**src/rtl/axi_4_pkg.sv**
```systemverilog
// Shared AXI4 definitions for the master and slave controllers.
//   axi_4_master_states_e : burst sequencer states of the VLSU-facing master
//   axi_4_slave_states_e  : states of the companion slave controller
//   rlast_mismatch()      : flags disagreement between s_rlast and the beat count
package axi_4_pkg;

    typedef enum logic [2:0] {
        M_IDLE    = 3'd0,
        M_RD_ADDR = 3'd1,
        M_RD_DATA = 3'd2,
        M_WR      = 3'd3,
        M_WR_RESP = 3'd4
    } axi_4_master_states_e;

    typedef enum logic [1:0] {
        S_IDLE    = 2'd0,
        S_RD      = 2'd1,
        S_WR      = 2'd2,
        S_WR_RESP = 2'd3
    } axi_4_slave_states_e;

    // High when the slave's last-beat marker and our own beat count disagree.
    function automatic logic rlast_mismatch(input logic rlast, input logic is_last);
        return rlast ^ is_last;
    endfunction

endpackage

```
**src/rtl/axi_4_beat_counter.sv**
```systemverilog
// Beat counter for AXI4 bursts.
// Ports:
//   clk, reset       : clock, asynchronous active-low reset
//   clear            : return the beat index to 0 (wins over inc)
//   load, load_len   : latch the burst length (beats minus one)
//   inc              : advance one beat; saturates at the latched length
//   idx              : current beat index
//   is_last          : idx equals the latched length
module axi_4_beat_counter #(
    parameter int LEN_W = 8
) (
    input  logic             clk,
    input  logic             reset,
    input  logic             clear,
    input  logic             load,
    input  logic [LEN_W-1:0] load_len,
    input  logic             inc,
    output logic [LEN_W-1:0] idx,
    output logic             is_last
);

    logic [LEN_W-1:0] idx_r;
    logic [LEN_W-1:0] len_r;

    // Burst length latch and saturating beat index.
    always_ff @(posedge clk or negedge reset) begin
        if (!reset) begin
            idx_r <= {LEN_W{1'b0}};
            len_r <= {LEN_W{1'b0}};
        end else begin
            if (load) begin
                len_r <= load_len;
            end else begin
                len_r <= len_r;
            end
            if (clear) begin
                idx_r <= {LEN_W{1'b0}};
            end else if (inc && (idx_r != len_r)) begin
                idx_r <= idx_r + {{(LEN_W-1){1'b0}}, 1'b1};
            end else begin
                idx_r <= idx_r;
            end
        end
    end

    assign idx     = idx_r;
    assign is_last = (idx_r == len_r);

endmodule

```
**src/rtl/axi_4_master_controller.sv**
```systemverilog
// AXI4 burst master sequencing VLSU load/store requests onto AR/R and AW/W/B.
// Ports:
//   clk, reset                    : clock, asynchronous active-low reset
//   ld_req, st_req, burst_len     : VLSU requests (load has priority), beats minus one
//   m_arvalid/s_arready           : read address channel
//   s_rvalid/s_rlast/m_rready     : read data channel
//   m_awvalid/s_awready           : write address channel
//   m_wvalid/s_wready/m_wlast     : write data channel
//   s_bvalid/m_bready             : write response channel
//   beat_idx                      : current beat for VLSU data select
//   rd_beat, wr_beat              : pulse on each R / W handshake
//   ld_done, st_done              : completion pulse, cycle after the final handshake
//   rlast_err                     : s_rlast disagreed with the beat count
//   busy                          : controller not idle
module axi_4_master_controller
    import axi_4_pkg::*;
#(
    parameter int LEN_W = 8
) (
    input  logic             clk,
    input  logic             reset,
    input  logic             ld_req,
    input  logic             st_req,
    input  logic [LEN_W-1:0] burst_len,
    output logic             m_arvalid,
    input  logic             s_arready,
    input  logic             s_rvalid,
    input  logic             s_rlast,
    output logic             m_rready,
    output logic             m_awvalid,
    input  logic             s_awready,
    output logic             m_wvalid,
    input  logic             s_wready,
    output logic             m_wlast,
    input  logic             s_bvalid,
    output logic             m_bready,
    output logic [LEN_W-1:0] beat_idx,
    output logic             rd_beat,
    output logic             wr_beat,
    output logic             ld_done,
    output logic             st_done,
    output logic             rlast_err,
    output logic             busy
);

    axi_4_master_states_e state_r, next_state_s;

    logic aw_done_r, w_done_r;
    logic ld_done_r, st_done_r;
    logic aw_done_set_s, w_done_set_s;
    logic ld_done_set_s, st_done_set_s;
    logic cnt_clear_s, cnt_inc_s, len_load_s, cnt_last_s;

    axi_4_beat_counter #(.LEN_W(LEN_W)) u_beat_counter (
        .clk      (clk),
        .reset    (reset),
        .clear    (cnt_clear_s),
        .load     (len_load_s),
        .load_len (burst_len),
        .inc      (cnt_inc_s),
        .idx      (beat_idx),
        .is_last  (cnt_last_s)
    );

    // State register.
    always_ff @(posedge clk or negedge reset) begin
        if (!reset) begin
            state_r <= M_IDLE;
        end else begin
            state_r <= next_state_s;
        end
    end

    // Write-channel progress flags; only meaningful while in M_WR.
    always_ff @(posedge clk or negedge reset) begin
        if (!reset) begin
            aw_done_r <= 1'b0;
            w_done_r  <= 1'b0;
        end else if (state_r == M_WR) begin
            aw_done_r <= aw_done_r | aw_done_set_s;
            w_done_r  <= w_done_r | w_done_set_s;
        end else begin
            aw_done_r <= 1'b0;
            w_done_r  <= 1'b0;
        end
    end

    // Completion pulses, delayed one cycle after the terminating handshake.
    always_ff @(posedge clk or negedge reset) begin
        if (!reset) begin
            ld_done_r <= 1'b0;
            st_done_r <= 1'b0;
        end else begin
            ld_done_r <= ld_done_set_s;
            st_done_r <= st_done_set_s;
        end
    end

    // Next-state and channel control decode.
    always_comb begin
        next_state_s  = state_r;
        m_arvalid     = 1'b0;
        m_rready      = 1'b0;
        m_awvalid     = 1'b0;
        m_wvalid      = 1'b0;
        m_wlast       = 1'b0;
        m_bready      = 1'b0;
        rd_beat       = 1'b0;
        wr_beat       = 1'b0;
        rlast_err     = 1'b0;
        cnt_clear_s   = 1'b0;
        cnt_inc_s     = 1'b0;
        len_load_s    = 1'b0;
        aw_done_set_s = 1'b0;
        w_done_set_s  = 1'b0;
        ld_done_set_s = 1'b0;
        st_done_set_s = 1'b0;
        case (state_r)
            M_IDLE: begin
                cnt_clear_s = 1'b1;
                if (ld_req) begin
                    len_load_s   = 1'b1;
                    next_state_s = M_RD_ADDR;
                end else if (st_req) begin
                    len_load_s   = 1'b1;
                    next_state_s = M_WR;
                end else begin
                    next_state_s = M_IDLE;
                end
            end
            M_RD_ADDR: begin
                m_arvalid = 1'b1;
                if (s_arready) begin
                    next_state_s = M_RD_DATA;
                end else begin
                    next_state_s = M_RD_ADDR;
                end
            end
            M_RD_DATA: begin
                m_rready = 1'b1;
                if (s_rvalid) begin
                    rd_beat   = 1'b1;
                    rlast_err = rlast_mismatch(s_rlast, cnt_last_s);
                    // The slave's rlast ends the burst even if the count disagrees.
                    if (s_rlast) begin
                        cnt_clear_s   = 1'b1;
                        ld_done_set_s = 1'b1;
                        next_state_s  = M_IDLE;
                    end else begin
                        cnt_inc_s    = 1'b1;
                        next_state_s = M_RD_DATA;
                    end
                end else begin
                    next_state_s = M_RD_DATA;
                end
            end
            M_WR: begin
                m_awvalid     = ~aw_done_r;
                m_wvalid      = ~w_done_r;
                m_wlast       = ~w_done_r & cnt_last_s;
                aw_done_set_s = ~aw_done_r & s_awready;
                if (!w_done_r && s_wready) begin
                    wr_beat      = 1'b1;
                    cnt_inc_s    = 1'b1;
                    w_done_set_s = cnt_last_s;
                end else begin
                    w_done_set_s = 1'b0;
                end
                // AW and the last W may finish in either order or together.
                if ((aw_done_r || aw_done_set_s) && (w_done_r || w_done_set_s)) begin
                    next_state_s = M_WR_RESP;
                end else begin
                    next_state_s = M_WR;
                end
            end
            M_WR_RESP: begin
                m_bready = 1'b1;
                if (s_bvalid) begin
                    cnt_clear_s   = 1'b1;
                    st_done_set_s = 1'b1;
                    next_state_s  = M_IDLE;
                end else begin
                    next_state_s = M_WR_RESP;
                end
            end
            default: begin
                next_state_s = M_IDLE;
            end
        endcase
    end

    assign ld_done = ld_done_r;
    assign st_done = st_done_r;
    assign busy    = (state_r != M_IDLE);

endmodule

```
**config.mk**
```make
export PLATFORM = sky130hd
export DESIGN_NAME = axi_4_master_controller
export DESIGN_NICKNAME = d
export VERILOG_FILES = /design/src/rtl/axi_4_pkg.sv /design/src/rtl/axi_4_beat_counter.sv /design/src/rtl/axi_4_master_controller.sv
export SDC_FILE = /design/constraint.sdc
export NUM_CORES = 1
export LEC_CHECK = 0
export ABC_AREA = 1
export CAP_MARGIN = 5
export CORE_MARGIN = 2
export CORE_UTILIZATION = 42
export CTS_CLUSTER_DIAMETER = 80
export DETAILED_ROUTE_END_ITERATION = 8
export PLACE_DENSITY = 0.72
export SYNTH_ARGS = -nofsm -noshare
export SYNTH_HDL_FRONTEND = slang
export SYNTH_SLANG_ARGS = --single-unit
```
**constraint.sdc**
```tcl
create_clock -name clk -period 1.45 [get_ports clk]
set_input_delay 0.145 -clock clk [delete_from_list [all_inputs] [get_ports clk]]
set_output_delay 0.145 -clock clk [all_outputs]
set_load 0.005 [all_outputs]
```
Word-level counts from Yosys, hierarchy flattened
Index checks and enable logic that the tools add are counted.

Register bits: 23. Input bits: 18. Output and inout bits: 20. Logic and storage cells: 70.

$add $sub $neg: 1. Equality and inequality tests: 6. Mux-type cells: 40. Bitwise operators: 7. Reductions and logical operators: 9.

Operators with widths (number): 2-to-1 mux 1 bit (28); 2-to-1 mux 8 bit (2); case mux 3 bit (5 select lines) (1); 2-to-1 mux 3 bit (3); adder 8 x 1 -> 8 bit, second input constant (1); equality test 8 bit (1); 2-to-1 mux 2 bit (4); inequality test 8 bit (1); equality test 3 x 2 -> 1 bit, second input constant (2); equality test 3 x 1 -> 1 bit, second input constant (1); equality test 3 bit, second input constant (1); logical AND 1 bit (3); logical NOT 3 bit (1); case mux 1 bit (3 select lines) (1); nonzero test 3 bit (1); AND 1 bit (2); logical OR 1 bit (2); NOT 1 bit (2); bitwise OR 1 bit (2); case mux 1 bit (2 select lines) (1); nonzero test 2 bit (1); logical NOT 1 bit (1); bitwise XOR 1 bit (1).

Logic depth before layout (Yosys ltp)
Depth after elaboration: 8. Gate-level depth with buffers: 10. Depth with buffers taken out: 10.

Hierarchy
Synthesis repeated with hierarchy kept, for this count alone.

Cell total of the unflattened synthesis: 183. Area total of the unflattened synthesis: 1380.1 µm².

Modules (own cells, without submodules): axi_4_beat_counter (times used 1, cells an instance 124, area each 969.7 µm², seq. area each 400.4 µm²); axi_4_master_controller (times used 1, cells an instance 59, area each 410.4 µm², seq. area each 175.2 µm²).

Worst setup path after synthesis
No wires, ideal clock.

Path type: register to register. From: register state_r[0]. To: register u_beat_counter.len_r[2]. Setup time: 128 ps. Arrival time: 1280 ps. Required time: 1322 ps. Setup slack: 42 ps. Cell stages (with the launch flop): 7. Buffers on the path: 1. Clock period less this slack: 1408 ps. Path through: dfrtp_1 -> nor2_1 -> inv_1 -> nor2_4 -> o21ai_2 -> buf_2 -> mux2_1.

Word-level cells in the longest chain between the ends: 2.

RTL lines: start, declared (line axi_4_master_controller.sv:46) `axi_4_master_states_e state_r, next_state_s;`; start signal, assigned (line axi_4_master_controller.sv:70) `state_r <= next_state_s;`; logical NOT 3 bit (line axi_4_master_controller.sv:118) `case (state_r)`; 2-to-1 mux 1 bit (line axi_4_master_controller.sv:118); end signal, assigned (line axi_4_beat_counter.sv:29) `len_r <= {LEN_W{1'b0}};`; end signal, assigned (line axi_4_beat_counter.sv:32) `len_r <= load_len;`; end signal, assigned (line axi_4_beat_counter.sv:34) `len_r <= len_r;`; end, declared (line axi_4_beat_counter.sv:23) `logic [LEN_W-1:0] len_r;`.

No other way between the ends. A chain may end at the register's enable or synchronous reset.

Final worst setup path
From: register u_beat_counter.len_r[6]. To: output rlast_err.

Word-level cells in the longest chain between the ends: 4.

RTL lines: equality test 8 bit (line axi_4_beat_counter.sv:47) `assign is_last = (idx_r == len_r);`; bitwise XOR 1 bit (line axi_4_pkg.sv:24) `return rlast ^ is_last;`; 2-to-1 mux 1 bit (line axi_4_master_controller.sv:141) `if (s_rvalid) begin`; 2-to-1 mux 1 bit (line axi_4_master_controller.sv:118); end, declared (line axi_4_master_controller.sv:42) `output logic rlast_err,`.

No other way between the ends.

==> impl_metrics.csv <==
group,metric,value,unit
outcome,status,"finished with violations",
outcome,violations,"setup timing",
worst_setup_path,path_class,"flip-flop to primary output",
final_layout,final_nets,263,
synth,synth_edf_count,0,
synth,synth-main-ff-cell,"dfrtp_1",
route,vias_per_cell,5.283,
synth,synthCells,158,
power,peakVddDrop,0.0009524,V
sta,rsz0062_at_grt,"yes",
synth,synth_cell_types,28,
sta,hold_viol,0,
worst_setup_path,required,1.31,ns
final_layout,fin_util,0.7642,
sta,worstMarginPinSlew,0.2964,ns
synth,syn_avg_cell_area,8.291,um2
final_layout,area_delta_synth_final,75.17,%
synth,synth_top_family_by_area,"simple AND/OR/NAND/NOR gates",
final_layout,mostFrequentLayoutCell,"nand2_1",
synth,yosys_warnings,0,
power,leakage,1.176,nW
clock_network,cts_tree,"built",
synth,synth.area.top_cells,"dfrtp_1, nand2_1, inv_1, nand3_1, nor2_1",
final_layout,final_cells,276,
power,p_per_area,1561,nW/um2
floorplanning,die_y,59.85,um
synth,synth-simple-area-share,0.3037,
synth,synth_xor_area_frac,0.07354,
sta,setup_viol,25,
global_routing,grt-ovfl-total,0,
floorplanning,ios,38,
synth,ys_seq_elements,23,
floorplanning,core_area,3003,um2
global_routing,grt.total_usage,0.2446,
floorplanning,initial_core_util,0.4362,
synth,synth_fa_ha_area_frac,0.009551,
power,fin_total_pwr,3.582,mW
sta,post-route-min-period,1.788,ns
clock_network,worst_skew_pair.late_latency,0.31,ns
route,drtIter0Drc,62,
floorplanning,die_w,59.85,um
clock_network,cts_htree_levels,1,
route,remaining_drc_errors,0,
placed_design,port_buffers,37,
final_layout,final_cell_area,2295,um2
floorplanning,rows,20,
clock_network,cts_buffers,3,
synth,yosys-mux-area-fraction,0.04298,
clock_network,clk_pin_slew,0.13,ns
synth,synth_nets,177,
worst_setup_path,cp-start-kind,"flip-flop",
global_routing,antenna_found_initial,0,
clock_network,holdBufCountCts,0,
sta,max_freq,0.5594,GHz
clock_network,clock-root-buffer,"clkbuf_4",
worst_setup_path,cp_data_arrival_time,1.64,ns
synth,synthDominantCellAreaShare,0.4394,
job,drv_cap,0,
route,vias,1458,
global_routing,grt_pass1_vias,1488,
min_path,hold_path_class,"input pin to asynchronous set/reset pin",
global_routing,grt_pass1_wl,6472,um
placed_design,gp_congestion,0.8492,
final_layout,num_antenna_cells,0,
route,post_drt_wl_per_cell,15.82,um
clock_network,clock_path_buffers,2,
worst_setup_path,end_kind,"primary output",
sta,slew_headroom,0.8013,
placed_design,hpwlAfterDp,2423,um
sta,totalNegativeSetupSlack,-3.190,ns
synth,async_flop_share,1.000,
sta,fin_crit_sh,1.233,
placed_design,dpl_cell_area,1901,um2
final_layout,drive_gt1_frac,0.4033,
final_layout,final_cell_mix,"nand2_1, buf_4, dfrtp_1, buf_6",
route,routed_wl,4367,um
synth,synth.cell_area,1310,um2
sta,finalClockSkew,0.002390,ns
floorplanning,fp.dieArea,3582,um2
synth,synth_compound_area_frac,0.04776,
worst_setup_path,crit_path_max_fanout,4,
global_routing,grt_max_degree,24,
synth,ys_seq_area_frac,0.4394,
synth,yosysTopAreaCell,"dfrtp_1",
sta,setup_ws,-0.3378,ns
route,ant_nets,0,
clock_network,cts.sinks,23,
placed_design,placedCellCount,252,
sta,drv_slew,0,
route,dr.pass1.iters,4,
[flip-flops by register name (all words and copies together) (netlist names)]
signal / flops
w_done_r: 1
u_beat_counter.len_r: 8
ld_done: 1
u_beat_counter.idx: 8
st_done: 1
aw_done_r: 1
state_r: 3
[path summary, 6_finish.rpt]
path                                    startpoint                       to  slack [ns]  cells past startpoint
min                                          reset    u_beat_counter.idx[1]        0.17                      2
max reg2reg                u_beat_counter.len_r[6]    u_beat_counter.idx[6]       -0.25                     10
max                        u_beat_counter.len_r[6]                rlast_err       -0.34                      7
min reg2reg                              aw_done_r                aw_done_r        0.54                      2
min in group clk                      burst_len[5]  u_beat_counter.len_r[5]        0.41                      3
max in group asynchronous                    reset               state_r[0]        1.03                      2
[logic make-up after synthesis]
| group | count (synthesis) |
|---|---|
| multiplexers | 5 |
| AO/OA/AOI/OAI | 10 |
| flip-flops | 23 |
| AND/OR/NAND/NOR | 82 |
| adder cells (fa/ha/maj) | 1 |
| buffers and inverters | 26 |
| XOR/XNOR | 11 |
[Yosys cell counts, types with 2 or more instances]
library cell  instances
nand3_1              16
nor2_4                2
nand3b_1              5
nor2_1               14
xnor2_1               5
xor2_1                6
nor3_1                2
nand2_1              37
a21oi_1               5
inv_1                22
nand2_2               2
mux2_2                4
dfrtp_1              23
[report_power, final]
group	internal (mW)	switching [mW]
Combinational	1.23	1.06
Clock	0.107	0.192
Sequential	0.824	0.169
[critical path, cell delays in order (launching register included)]
cell,delay (ns)
dfrtp_1,0.44
xnor2_2,0.19
nand2_1,0.09
nor2_2,0.17
nand2_2,0.12
o21ai_2,0.13
a21oi_1,0.05
buf_2,0.14
[layout make-up]
cell class / count / area, um2
timing repair buffer: 82 / 763.2
fill: 216 / 708.2
sequential: 23 / 576.8
tap: 33 / 41.29
multi-input combinational: 110 / 784.5
inverter: 24 / 102.6
clock buffer: 4 / 26.28
[per-layer routing]
| layer | up-vias | GRT usage | wire [um] |
|---|---|---|---|
| met4 | 0 | 0.1048 | 178 |
| met2 | 60 | 0.4674 | 2377 |
| li1 | 674 | - | - |
| met5 | - | 0 | 0 |
| met1 | 706 | 0.2596 | 1600 |
| met3 | 18 | 0.03896 | 210 |
[metrics by stage]
| step | hold slack, ns | setup slack [ns] |
|---|---|---|
| detailed placement | 0.5173 | -0.3548 |
| floorplan | -0.1506 | 0.04219 |
| finish | 0.1712 | -0.3378 |
| global placement | 0.4971 | -0.3156 |
| CTS | 0.1892 | -0.2400 |
| global route | 0.2006 | -0.4456 |
[timing repair]
item / 4_1_cts / 5_1_grt
gates resized for setup: 87 / 27
buffers inserted: 21 / 3
setup endpoints to repair: 31 / 28
cloned: 1 / 0
pin swaps: 13 / 14
Note: power is estimated with default switching activity, not from simulation.
